==> config.mk <==
export PLATFORM = sky130hd
export DESIGN_NAME = ibex_pext_ex_ctrl
export DESIGN_NICKNAME = d
export VERILOG_FILES = /design/src/rtl/ibex_pkg_pext.sv /design/src/rtl/ibex_pext_imd_regs.sv /design/src/rtl/ibex_pext_ex_ctrl.sv
export SDC_FILE = /design/constraint.sdc
export NUM_CORES = 1
export LEC_CHECK = 0
export CAP_MARGIN = 10
export CORE_MARGIN = 5
export CORE_UTILIZATION = 40
export DETAILED_ROUTE_END_ITERATION = 8
export PLACE_DENSITY = 0.83
export SKIP_CTS_REPAIR_TIMING = 1
export SLEW_MARGIN = 25
export SYNTH_ARGS = -nofsm -noshare
export SYNTH_HDL_FRONTEND = slang
export SYNTH_SLANG_ARGS = --single-unit
==> constraint.sdc <==
create_clock -name clk_i -period 4.5 [get_ports clk_i]
set_input_delay 1.125 -clock clk_i [delete_from_list [all_inputs] [get_ports clk_i]]
set_output_delay 1.125 -clock clk_i [all_outputs]
set_load 0.01 [all_outputs]
==> src/rtl/ibex_pkg_pext.sv <==
// Shared types and constants for the P-extension execute-stage control slice.
package ibex_pkg_pext;

  // Width of each intermediate-value register exchanged with the ALU.
  localparam int unsigned IMD_W = 34;

  // Execute-stage sequencer states.
  typedef enum logic [1:0] {
    EX_IDLE  = 2'd0,
    EX_MULTI = 2'd1,
    EX_HOLD  = 2'd2
  } ex_ctrl_state_e;

endpackage

==> src/rtl/ibex_pext_imd_regs.sv <==
// Two intermediate-value registers for multicycle ALU operations.
// Each register has its own write enable; a flush blocks all writes.
module ibex_pext_imd_regs
  import ibex_pkg_pext::*;
(
  input  logic                  clk,
  input  logic                  rst_n,
  input  logic                  flush,
  input  logic [1:0]            we,
  input  logic [1:0][IMD_W-1:0] wdata,
  output logic [1:0][IMD_W-1:0] rdata
);

  logic [1:0][IMD_W-1:0] regs;

  // Per-register update; a flush keeps the old contents.
  always_ff @(posedge clk or negedge rst_n) begin
    if (!rst_n) begin
      regs <= '0;
    end else begin
      for (int r = 0; r < 2; r++) begin
        if (we[r] && !flush) begin
          regs[r] <= wdata[r];
        end
      end
    end
  end

  assign rdata = regs;

endmodule

==> src/rtl/ibex_pext_ex_ctrl.sv <==
// Execute-stage sequencer for ibex_alu_pext: request handshake with ID,
// multicycle enables, imd_val storage, result buffering under writeback
// backpressure, and the sticky vxsat bit.
// Optional MULTI-state watchdog: define IBEX_PEXT_WATCHDOG_EN.
module ibex_pext_ex_ctrl
  import ibex_pkg_pext::*;
#(
  parameter int unsigned MaxMultiCycles = 40
) (
  input  logic                  clk_i,
  input  logic                  rst_ni,
  input  logic                  req_valid_i,
  input  logic                  req_multi_i,
  input  logic                  req_mult_i,
  output logic                  req_ready_o,
  input  logic                  flush_i,
  output logic                  alu_mult_en_o,
  output logic                  alu_div_en_o,
  output logic                  alu_multdiv_ready_id_o,
  input  logic [1:0][IMD_W-1:0] alu_imd_val_d_i,
  input  logic [1:0]            alu_imd_val_we_i,
  output logic [1:0][IMD_W-1:0] alu_imd_val_q_o,
  input  logic [31:0]           alu_result_i,
  input  logic                  alu_valid_i,
  input  logic                  alu_set_ov_i,
  output logic                  ex_valid_o,
  output logic [31:0]           ex_result_o,
  input  logic                  wb_ready_i,
  input  logic                  csr_vxsat_we_i,
  input  logic                  csr_vxsat_wdata_i,
  output logic                  vxsat_o,
  output logic                  watchdog_err_o
);

  localparam int unsigned CntW = $clog2(MaxMultiCycles + 1);

  ex_ctrl_state_e state_q, state_d;
  logic [31:0]    result_q, result_d;
  logic           ov_q, ov_d;
  logic           hold_multi_q, hold_multi_d;
  logic           mult_q, mult_d;
  logic           vxsat_q, vxsat_d;
  logic           timeout;
  logic           retire_ov;
  logic [1:0]     imd_we;

`ifdef IBEX_PEXT_WATCHDOG_EN
  logic [CntW-1:0] cnt_q, cnt_d;

  // Cycle counter: held at zero outside MULTI, saturates at the limit.
  always_comb begin
    cnt_d = cnt_q;
    if (state_q != EX_MULTI) begin
      cnt_d = '0;
    end else if (cnt_q != CntW'(MaxMultiCycles)) begin
      cnt_d = cnt_q + CntW'(1);
    end
  end

  // Counter register.
  always_ff @(posedge clk_i or negedge rst_ni) begin
    if (!rst_ni) begin
      cnt_q <= '0;
    end else begin
      cnt_q <= cnt_d;
    end
  end

  assign timeout = (state_q == EX_MULTI) && (cnt_q == CntW'(MaxMultiCycles)) &&
                   !alu_valid_i && !flush_i;
`else
  logic unused_cfg;
  assign unused_cfg = |CntW'(MaxMultiCycles);
  assign timeout    = 1'b0;
`endif

  assign watchdog_err_o = timeout;

  // Next-state and handshake decode; flush overrides everything.
  always_comb begin
    state_d                = state_q;
    result_d               = result_q;
    ov_d                   = ov_q;
    hold_multi_d           = hold_multi_q;
    mult_d                 = mult_q;
    ex_valid_o             = 1'b0;
    ex_result_o            = '0;
    req_ready_o            = 1'b0;
    alu_mult_en_o          = 1'b0;
    alu_div_en_o           = 1'b0;
    alu_multdiv_ready_id_o = 1'b0;
    imd_we                 = '0;
    retire_ov              = 1'b0;

    if (flush_i) begin
      state_d = EX_IDLE;
    end else begin
      unique case (state_q)
        EX_IDLE: begin
          if (req_valid_i) begin
            if (!req_multi_i) begin
              ex_valid_o  = 1'b1;
              ex_result_o = alu_result_i;
              if (wb_ready_i) begin
                req_ready_o = 1'b1;
                retire_ov   = alu_set_ov_i;
              end else begin
                result_d     = alu_result_i;
                ov_d         = alu_set_ov_i;
                hold_multi_d = 1'b0;
                state_d      = EX_HOLD;
              end
            end else begin
              alu_mult_en_o = req_mult_i;
              alu_div_en_o  = !req_mult_i;
              mult_d        = req_mult_i;
              state_d       = EX_MULTI;
            end
          end
        end

        EX_MULTI: begin
          alu_mult_en_o = mult_q;
          alu_div_en_o  = !mult_q;
          imd_we        = alu_imd_val_we_i;
          if (alu_valid_i || timeout) begin
            ex_valid_o  = 1'b1;
            ex_result_o = timeout ? 32'h0 : alu_result_i;
            if (wb_ready_i) begin
              req_ready_o            = 1'b1;
              alu_multdiv_ready_id_o = 1'b1;
              retire_ov              = timeout ? 1'b0 : alu_set_ov_i;
              state_d                = EX_IDLE;
            end else begin
              result_d     = timeout ? 32'h0 : alu_result_i;
              ov_d         = timeout ? 1'b0 : alu_set_ov_i;
              hold_multi_d = 1'b1;
              state_d      = EX_HOLD;
            end
          end
        end

        EX_HOLD: begin
          ex_valid_o  = 1'b1;
          ex_result_o = result_q;
          if (wb_ready_i) begin
            req_ready_o            = 1'b1;
            alu_multdiv_ready_id_o = hold_multi_q;
            retire_ov              = ov_q;
            state_d                = EX_IDLE;
          end
        end

        default: begin
          state_d = EX_IDLE;
        end
      endcase
    end
  end

  // A CSR write replaces vxsat, but a saturating retire in the same cycle still sets it.
  always_comb begin
    vxsat_d = (csr_vxsat_we_i ? csr_vxsat_wdata_i : vxsat_q) | retire_ov;
  end

  // State, buffered result and vxsat registers.
  always_ff @(posedge clk_i or negedge rst_ni) begin
    if (!rst_ni) begin
      state_q      <= EX_IDLE;
      result_q     <= '0;
      ov_q         <= 1'b0;
      hold_multi_q <= 1'b0;
      mult_q       <= 1'b0;
      vxsat_q      <= 1'b0;
    end else begin
      state_q      <= state_d;
      result_q     <= result_d;
      ov_q         <= ov_d;
      hold_multi_q <= hold_multi_d;
      mult_q       <= mult_d;
      vxsat_q      <= vxsat_d;
    end
  end

  assign vxsat_o = vxsat_q;

  ibex_pext_imd_regs u_imd_regs (
    .clk   (clk_i),
    .rst_n (rst_ni),
    .flush (flush_i),
    .we    (imd_we),
    .wdata (alu_imd_val_d_i),
    .rdata (alu_imd_val_q_o)
  );

endmodule

==> run_results.csv <==
group,metric,value,unit
status,status,"finished clean",
grt,grt_usage,0.181,
route,wl_per_cell,17.4,µm
critical_path,end_kind,"output port",
cts,clock-sinks,106,
sta,clock.fmax,239,MHz
cts,cts_buffers,9,
sta,fin_tns_setup,0,ps
critical_path,path_buf_inv,3,
yosys,synth_area_leaders,"dfrtp_1 (56%), mux2_2 (23%), a21oi_1 (3.6%)",
yosys,syn_nets,502,
place,dp_hpwl,9860,µm
finish,nFillCells,921,
grt,grt_pass1_wl,20900,µm
sta,drv_slew,0,
sta,tightest_slew,683,ps
finish,syn_to_final_growth,53.9,%
sta,final.min_clock_period,4180,ps
cts,cts_root_buf,"clkbuf_16",
finish,nets,710,
route,postRouteAntennaNets,0,
power,clockPowerShare,0.180,
hold_path,hp-class,"register to register",
yosys,yosysTopAreaCell,"dfrtp_1",
sta,slew_headroom,0.544,
route,vias_per_cell,5.15,
finish,n_antenna_cell,0,
power,p_seq_frac,0.412,
yosys,ys.flop_type,"dfrtp_1",
critical_path,worstReg2RegStart,"state_q[0]",
critical_path,crit_type,"primary input to output port",
grt,grt_max_degree,47,
power,sw_frac_of_total,0.291,
die,dieArea,14100,µm²
die,rows,39,
yosys,yosysUniqueCellTypes,31,
yosys,seq_area_frac_synth,0.560,
critical_path,cp_slowest_cell,"clkdlybuf4s50_1",
cts,clkSlewWorstSetupHoldPaths,60,ps
route,drtIter0Drc,209,
critical_path,cp-startpoint,"req_valid_i",
sta,finalHoldViolCount,0,
critical_path,cp_slowest_stage_delay,570,ps
yosys,syn_area,4740,µm²
sta,rsz0062_at_grt,"no",
route,routed_wl,12900,µm
sta,finalSetupViolCount,0,
die,core_area,11500,µm²
finish,final_area,7290,µm²
cts,cts_max_level,3,
route,firstDrtPassIters,4,
grt,antenna_found_initial,0,
power,powerDensity,548,nW/µm²
critical_path,path_cells,"clkdlybuf4s50_1, and3b_1, buf_4, o21ai_0, a21oi_1, clkdlybuf4s50_1",
critical_path,crit_top_cell,"clkdlybuf4s50_1",
yosys,synth_async_sr_flop_share,1.00,
place,placed_area,7010,µm²
die,ioPinCount,220,
hold_path,min_from,"result_q[14]",
route,vias,3815,
yosys,synth_edf_count,0,
cts,clk_latency,330,ps
yosys,synth_cells,385,
job,drv_cap,0,
place,place_congestion,0.749,
route,drc_errors,0,
grt,grt_pass1_vias,4077,
power,p_int,2.83,mW
power,p_comb_frac,0.408,
cts,cts_tree,"done",
power,switchingPower,1.16,mW
critical_path,required,3380,ps
sta,finClkSkew,6.48,ps
yosys,syn_area_per_cell,12.3,µm²
sta,period_share,0.928,
finish,fin_cells,741,
yosys,synth_top_area_frac,0.560,
power,p_leak,2.95,nW
cts,clock_path_buffers,2,
yosys,yosys_warnings,0,
place,portBuffers,218,
die,die_y,119,µm
yosys,synth_common_cells,"dfrtp_1 (106), mux2_2 (95), nand2_1 (38)",
die,floorplan.initialDensity,0.411,
die,die_w,119,µm
critical_path,critPathTopFamily,"buffers and inverters",
yosys,yosys.cell_count.top_type,"dfrtp_1",
critical_path,cp.arrival,3050,ps
yosys,ys_ff_latch,106,
critical_path,critPathMaxFanout,34,
grt,gr-total-overflow,0,
place,dp.cells,725,
critical_path,crit_path_start_kind,"primary input",
finish,drive_gt1_frac,0.204,
power,vdd_ir_drop_max,0.000405,V
[layer usage]
layer  share of wire  global-route usage
met5               0                   0
met3           0.087              0.0678
met4           0.015              0.0543
met1            0.38               0.208
met2            0.52               0.317
[worst register-to-register path, delay by kind of cell, from the launching register on]
family                     cells  cell delay [ps]
muxes                          2              570
DFF                            1              440
AOI/OAI and AO/OA              1              330
buffers and inverters          2              560
adders and majority gates      1              350
[cell usage in the layout (no fill, tap or decap), drive strengths merged]
cell	Yosys	final
a2111oi	1	1
or4	1	1
dfrtp	106	106
nor3	2	2
o21ai	32	32
conb	1	1
or2	1	1
mux2i	2	2
a21oi	34	34
a31oi	1	1
buf	12	10
clkinv	0	4
and2	1	1
nand2b	1	1
clkbuf	18	12
and3b	1	1
ha	4	4
nor2b	7	7
o41ai	2	2
clkdlybuf4s50	0	217
o22ai	1	1
nand2	38	38
inv	3	3
o31ai	1	1
nor2	5	5
nand3	3	3
mux2	103	103
o2111ai	1	1
nand4	2	2
or3	1	1
[area by class of cell]
type                       count  area [µm²]  share of cell area
clock buffer                  12         246              0.0338
clock inverter                 4        27.5             0.00378
inverter                       3        11.3             0.00155
multi-input combinational    246        1920               0.264
sequential                   106        2650               0.364
tap                          143         179              0.0245
timing repair buffer         227        2250               0.308
[flip-flops by register name, summed over array words and instances (netlist names)]
register          count
u_imd_regs.rdata     68
result_q             32
state_q               2
hold_multi_q          1
mult_q                1
ov_q                  1
vxsat_o               1
[final timing paths]
path	to	slack, ps	depth (start not counted)
setup / recovery	ex_result_o[8]	320	6
hold / removal	result_q[14]	490	1
setup reg to reg	result_q[17]	2140	6
hold reg to reg	result_q[14]	490	1
max in group asynchronous	result_q[27]	2840	2
min in group asynchronous	state_q[0]	790	1
[stage by stage]
stage	utilization	setup WS [ps]	hold slack [ps]	power, mW
after floorplan	-	1210	458	2.34
after global placement	0.609	392	468	3.25
after detailed placement	0.609	329	477	3.31
after CTS	0.633	326	492	4.05
after global routing	0.633	174	503	4.24
final	0.633	323	491	3.99
[power groups by stage]
stage / logic (mW) / registers, mW / clock network (mW)
6_report: 1.63 / 1.64 / 0.720
2_1_floorplan: 0.565 / 1.77 / 0
4_1_cts: 1.66 / 1.65 / 0.745
3_5_place_dp: 1.65 / 1.66 / 0
3_3_place_gp: 1.61 / 1.63 / 0
5_1_grt: 1.75 / 1.71 / 0.793
[logic make-up (layout without fill, tap and decap cells)]
kind of cell | Yosys count | after routing | synth area share
other | 1 | 1 | 0.000792
adder cells (fa/ha/maj) | 4 | 4 | 0.0106
AND/OR/NAND/NOR | 63 | 63 | 0.0600
buffers and inverters | 33 | 246 | 0.0343
multiplexers | 105 | 105 | 0.249
flip-flops | 106 | 106 | 0.560
AO/OA/AOI/OAI | 73 | 73 | 0.0853
Power figures use the tool's default switching activity.
